==> src/rtl/score_stream_tx.sv <==
// -----------------------------------------------------------------------------
// score_stream_tx
//   Transmit end of the class-score bus feeding the argmax stage. A single
//   Tx_Load pulse in IDLE captures NUM_CLASSES scores in parallel. The scores
//   are then streamed one word per valid/ready handshake, in index order
//   0..NUM_CLASSES-1. Each word carries its class index and a last flag.
//
//   Optional feature (macro SCORE_TX_CHECKSUM_EN):
//     When defined, one extra word follows the scores. It carries the
//     modulo-2^DATA_W sum of all scores, with index all-ones and Last=1.
//     When undefined there is no SUM state and no adder.
//
// Ports
//   Tx_Clock    in   clock, rising edge
//   Tx_Reset_n  in   asynchronous active-low reset
//   Tx_Load     in   load pulse; accepted only in IDLE
//   Tx_LoadBUS  in   scores; score k at [k*DATA_W +: DATA_W]
//   Tx_Busy     out  high from load accept to frame end
//   Tx_Overrun  out  1-cycle pulse after a Tx_Load seen while busy
//   Tx_Valid    out  Tx_OutBUS/Tx_Index/Tx_Last are valid
//   Tx_Ready    in   receiver accepts the current word
//   Tx_OutBUS   out  current score (or checksum)
//   Tx_Index    out  class index of the current word
//   Tx_Last     out  final word of the frame
//   Tx_Done     out  1-cycle pulse after the last handshake
// -----------------------------------------------------------------------------
module score_stream_tx #(
  parameter int NUM_CLASSES = 10,
  parameter int DATA_W      = 16,
  parameter int IDX_W       = 4
) (
  input  logic                          Tx_Clock,
  input  logic                          Tx_Reset_n,
  input  logic                          Tx_Load,
  input  logic [NUM_CLASSES*DATA_W-1:0] Tx_LoadBUS,
  output logic                          Tx_Busy,
  output logic                          Tx_Overrun,
  output logic                          Tx_Valid,
  input  logic                          Tx_Ready,
  output logic [DATA_W-1:0]             Tx_OutBUS,
  output logic [IDX_W-1:0]              Tx_Index,
  output logic                          Tx_Last,
  output logic                          Tx_Done
);

  localparam logic [IDX_W-1:0] LAST_IDX = IDX_W'(NUM_CLASSES - 1);

`ifdef SCORE_TX_CHECKSUM_EN
  localparam logic [IDX_W-1:0] SUM_IDX = '1;  // reserved index tags the checksum
  typedef enum logic [1:0] {S_IDLE, S_SEND, S_SUM} state_e;
`else
  typedef enum logic [1:0] {S_IDLE, S_SEND} state_e;
`endif

  state_e                        state_q, state_d;
  logic [IDX_W-1:0]              idx_q, idx_d;
  logic [NUM_CLASSES*DATA_W-1:0] buf_q, buf_d;
  logic                          done_q, done_d;
  logic                          overrun_q, overrun_d;
  logic                          handshake;

`ifdef SCORE_TX_CHECKSUM_EN
  logic [DATA_W-1:0]             sum_q, sum_d;
  logic [DATA_W-1:0]             load_sum;

  // Checksum is formed from the bus being captured, so it is ready by the
  // time the SUM word goes out.
  always_comb begin
    load_sum = '0;
    for (int k = 0; k < NUM_CLASSES; k++) begin
      load_sum = load_sum + Tx_LoadBUS[k*DATA_W +: DATA_W];
    end
  end
`endif

  // Valid comes straight from the state register, never from Tx_Ready.
  assign Tx_Valid   = (state_q != S_IDLE);
  assign Tx_Busy    = (state_q != S_IDLE);
  assign Tx_Done    = done_q;
  assign Tx_Overrun = overrun_q;
  assign handshake  = Tx_Valid & Tx_Ready;

  // Next-state logic
  always_comb begin
    // NOTE: every signal gets a default before the case so no path can leave
    // it unassigned, which would otherwise infer a latch.
    state_d   = state_q;
    idx_d     = idx_q;
    buf_d     = buf_q;
    done_d    = 1'b0;
    overrun_d = 1'b0;
`ifdef SCORE_TX_CHECKSUM_EN
    sum_d     = sum_q;
`endif

    unique case (state_q)
      S_IDLE: begin
        if (Tx_Load) begin
          buf_d   = Tx_LoadBUS;
          idx_d   = '0;
          state_d = S_SEND;
`ifdef SCORE_TX_CHECKSUM_EN
          sum_d   = load_sum;
`endif
        end
      end

      S_SEND: begin
        overrun_d = Tx_Load;  // load ignored, buffer untouched
        if (handshake) begin
          if (idx_q == LAST_IDX) begin
`ifdef SCORE_TX_CHECKSUM_EN
            state_d = S_SUM;
`else
            state_d = S_IDLE;
            done_d  = 1'b1;
            idx_d   = '0;
`endif
          end else begin
            idx_d = idx_q + IDX_W'(1);
          end
        end
      end

`ifdef SCORE_TX_CHECKSUM_EN
      S_SUM: begin
        overrun_d = Tx_Load;
        if (handshake) begin
          state_d = S_IDLE;
          done_d  = 1'b1;
          idx_d   = '0;
        end
      end
`endif

      default: state_d = S_IDLE;
    endcase
  end

  // Output word mux; all zeros whenever no word is being offered.
  always_comb begin
    Tx_OutBUS = '0;
    Tx_Index  = '0;
    Tx_Last   = 1'b0;
    unique case (state_q)
      S_SEND: begin
        Tx_OutBUS = buf_q[int'(idx_q)*DATA_W +: DATA_W];
        Tx_Index  = idx_q;
`ifdef SCORE_TX_CHECKSUM_EN
        Tx_Last   = 1'b0;
`else
        Tx_Last   = (idx_q == LAST_IDX);
`endif
      end
`ifdef SCORE_TX_CHECKSUM_EN
      S_SUM: begin
        Tx_OutBUS = sum_q;
        Tx_Index  = SUM_IDX;
        Tx_Last   = 1'b1;
      end
`endif
      default: ;
    endcase
  end

  // State registers
  // NOTE: the score buffer is reset too, so a frame discarded by reset never
  // leaks stale scores onto Tx_OutBUS.
  always_ff @(posedge Tx_Clock or negedge Tx_Reset_n) begin
    if (!Tx_Reset_n) begin
      state_q   <= S_IDLE;
      idx_q     <= '0;
      buf_q     <= '0;
      done_q    <= 1'b0;
      overrun_q <= 1'b0;
`ifdef SCORE_TX_CHECKSUM_EN
      sum_q     <= '0;
`endif
    end else begin
      // NOTE: non-blocking assignments so every flop samples pre-edge values.
      state_q   <= state_d;
      idx_q     <= idx_d;
      buf_q     <= buf_d;
      done_q    <= done_d;
      overrun_q <= overrun_d;
`ifdef SCORE_TX_CHECKSUM_EN
      sum_q     <= sum_d;
`endif
    end
  end

endmodule

==> config.mk <==
export PLATFORM = sky130hd
export DESIGN_NAME = score_stream_tx
export DESIGN_NICKNAME = d
export VERILOG_FILES = /design/src/rtl/score_stream_tx.sv
export SDC_FILE = /design/constraint.sdc
export NUM_CORES = 1
export LEC_CHECK = 0
export CAP_MARGIN = 20
export CORE_AREA = 2 2 174 91
export DETAILED_ROUTE_END_ITERATION = 16
export DIE_AREA = 0 0 176 93
export MAX_ROUTING_LAYER = met4
export PLACE_DENSITY = 0.85
export SYNTH_ARGS = -nofsm -noshare
export SYNTH_HDL_FRONTEND = slang
export SYNTH_SLANG_ARGS = --single-unit
export TNS_END_PERCENT = 10
==> constraint.sdc <==
create_clock -name Tx_Clock -period 5.14 [get_ports Tx_Clock]
set_input_delay 0.771 -clock Tx_Clock [delete_from_list [all_inputs] [get_ports Tx_Clock]]
set_output_delay 0.771 -clock Tx_Clock [all_outputs]
set_load 0.005 [all_outputs]
==> flow_summary.toml <==
[status]
status = "complete, no violations"

[logic_synthesis]
ys_warn_count = 0
synth_area_leaders = "dfrtp_1, mux2_1, mux4_2, mux2i_1, a211oi_2"
ys_seq_area_frac = 0.534
synth_edf_count = 0
synthCells = 532
ys_types = 31
avgSynthCellArea_um2 = 14.7
ys_async_sr_fraction = 1.00
synth_top_area_cell = "dfrtp_1"
synthFlopType = "dfrtp_1"
synth_top_area_share = 0.534
ys_ff_latch = 167
syn_nets = 698
syn_area_mm2 = 0.00783

[finish]
final_layout_size_suffix_gt1_frac = 0.107
layout_common_cells = "clkdlybuf4s50_1, mux2_1, dfrtp_1"
syn_to_final_growth_pct = 33.1
layout.nets = 870
design_area_mm2 = 0.0104
fillers = 1005
final_common_cell = "clkdlybuf4s50_1"
antenna_cells = 0
seq_area_mm2 = 0.00418
multi_input_area_mm2 = 0.00340

[pwr]
p_seq_frac = 0.401
switchingPower_mw = 1.97
clkPwrFrac = 0.221
ir_drop_v = 0.000276
p_leak_nw = 4.38
p_int_mw = 4.11
comb_power_share = 0.378
p_sw_frac = 0.324
p_per_area_mw_per_mm2 = 584

[placement]
place_area_mm2 = 0.00979
io_buffers = 188
dpl.hpwl_um = 13900
place_congestion = 0.883

[detailed_routing]
drtPass1Iterations = 5
ant_nets = 0
dr_total_vias = 5154
drtIter0Drc = 428
wl_per_cell_um = 21.2
viasPerCell = 5.60
drt-total-wl_um = 19500
drc = 0

[critical_path]
cp_data_arrival_time_ns = 3.23
r2r_cells = 5
worstSetupPathType = "flop to output pin"
start_kind = "flop"
crit_end = "Tx_OutBUS[15]"
critPathMaxFanout = 23
required_ns = 4.37
r2r_setup_slack_ns = 3.11
setup.worst_path.end_class = "output pin"
crit_start = "idx_q[1]"
rr_startpoint = "idx_q[1]"
r2r-end = "idx_q[1]"

[timing]
slew_headroom = 0.291
slew_viol_final = 0
finalCriticalPeriod_ns = 4.00
finalSetupViolCount = 0
setup_tns_ns = 0
report.final.hold_viol_count = 0
rsz0062_at_grt = "false"
fmax_ghz = 0.250
skew_ns = 0.00858
finalCritPeriodShare = 0.779
worst_slew_pin_slew_ns = 1.06

[grt]
overflow = 0
grt.total_usage = 0.254
grt_pass1_wl_um = 30100
grt_max_degree = 109
grt_pass1_vias = 5512
antenna_found_initial = 0

[cts]
clock_latency_ns = 0.41
clk_pin_slew_worst_paths_ns = 0.06
clockBufferDepth = 2
hold_buffers = 0
clockRootBuffer = "clkbuf_16"
post_cts_buffers = 0
cts.sinks = 167
cts-resized-gates = 0
cts_tree = "done"
cts_buffers = 17
htree_levels = 4

[die]
die_w_um = 176
design.die.area_mm2 = 0.0164
start_util = 0.524
row_count = 32
io_pins = 189
coreArea_mm2 = 0.0149
die_h_um = 93

[hold_path]
hp-class = "primary input to asynchronous set/reset pin"

[run]
maxCapViolations = 0
metal layers:
layer	vias up	wire length, um	global-route usage	share of wire
met5	-	0	-	0
met4	0	172	0.0565	0.0088
met3	19	1360	0.0593	0.070
met2	197	8780	0.385	0.45
met1	2625	9180	0.353	0.47
li1	2313	-	-	-
worst max-delay path, stage by stage, from the launching register on:
cell             delay, ns
dfrtp_1               0.78
and2_1                0.59
a221o_1               0.41
a211oi_1              0.46
clkdlybuf4s50_1       0.60
synth_stat cells (5+ instances only):
| library cell | number |
|---|---|
| a211oi_1 | 18 |
| dfrtp_1 | 167 |
| mux4_2 | 16 |
| mux2i_1 | 33 |
| nor2_1 | 6 |
| a211oi_2 | 14 |
| clkbuf_1 | 5 |
| a221o_1 | 16 |
| nand2_1 | 19 |
| mux2_1 | 172 |
| buf_2 | 26 |
logic make-up after synthesis:
group,count (synthesis),share of synthesized area
buffers and inverters,45,0.0337
and+or+nand+nor,38,0.0230
AOI/OAI and AO/OA,55,0.0652
adders and majority gates,2,0.00319
muxes,225,0.341
DFF,167,0.534
registers in the layout (all words and copies together), names as in the netlist:
| signal | flops |
|---|---|
| Tx_Done | 1 |
| idx_q | 4 |
| Tx_Overrun | 1 |
| state_q | 1 |
| buf_q | 160 |
power groups by stage:
| stage | Clock (mW) | Combinational (mW) | Sequential [mW] |
|---|---|---|---|
| after floorplan | 0 | 1.59 | 2.16 |
| after global placement | 0 | 2.21 | 2.41 |
| after detailed placement | 0 | 2.28 | 2.46 |
| after CTS | 1.36 | 2.30 | 2.44 |
| after global routing | 1.43 | 2.46 | 2.52 |
| final | 1.34 | 2.30 | 2.44 |
per-stage QoR:
| stage | hold WS (ns) | total power, mW | util | cells | setup slack (ns) |
|---|---|---|---|---|---|
| floorplan | 0.450 | 3.75 | - | 532 | 2.90 |
| global placement | 0.460 | 4.62 | 0.656 | 888 | 1.45 |
| detailed placement | 0.470 | 4.74 | 0.656 | 888 | 1.36 |
| CTS | 0.485 | 6.10 | 0.697 | 920 | 0.937 |
| global route | 0.497 | 6.41 | 0.698 | 921 | 0.991 |
| finish | 0.472 | 6.08 | 0.698 | 921 | 1.14 |
worst min path at each step:
| stage | startpoint | to | cells after the start |
|---|---|---|---|
| 2_1_floorplan | buf_q[128] | buf_q[128] | 1 |
| 3_3_place_gp | buf_q[135] | buf_q[135] | 1 |
| 3_5_place_dp | buf_q[156] | buf_q[156] | 1 |
| 4_1_cts | buf_q[42] | buf_q[42] | 1 |
| 5_1_grt | buf_q[40] | buf_q[40] | 1 |
| 6_report | Tx_Reset_n | buf_q[134] | 1 |
area by class of cell:
class,count,share of cell area
inverters,3,0.00108
clock inverters,12,0.0158
well taps,204,0.0245
repair buffers,195,0.187
multi-input cells,320,0.326
clock buffers,20,0.0438
flip-flops and latches,167,0.401
Power figures use the tool's default switching activity.
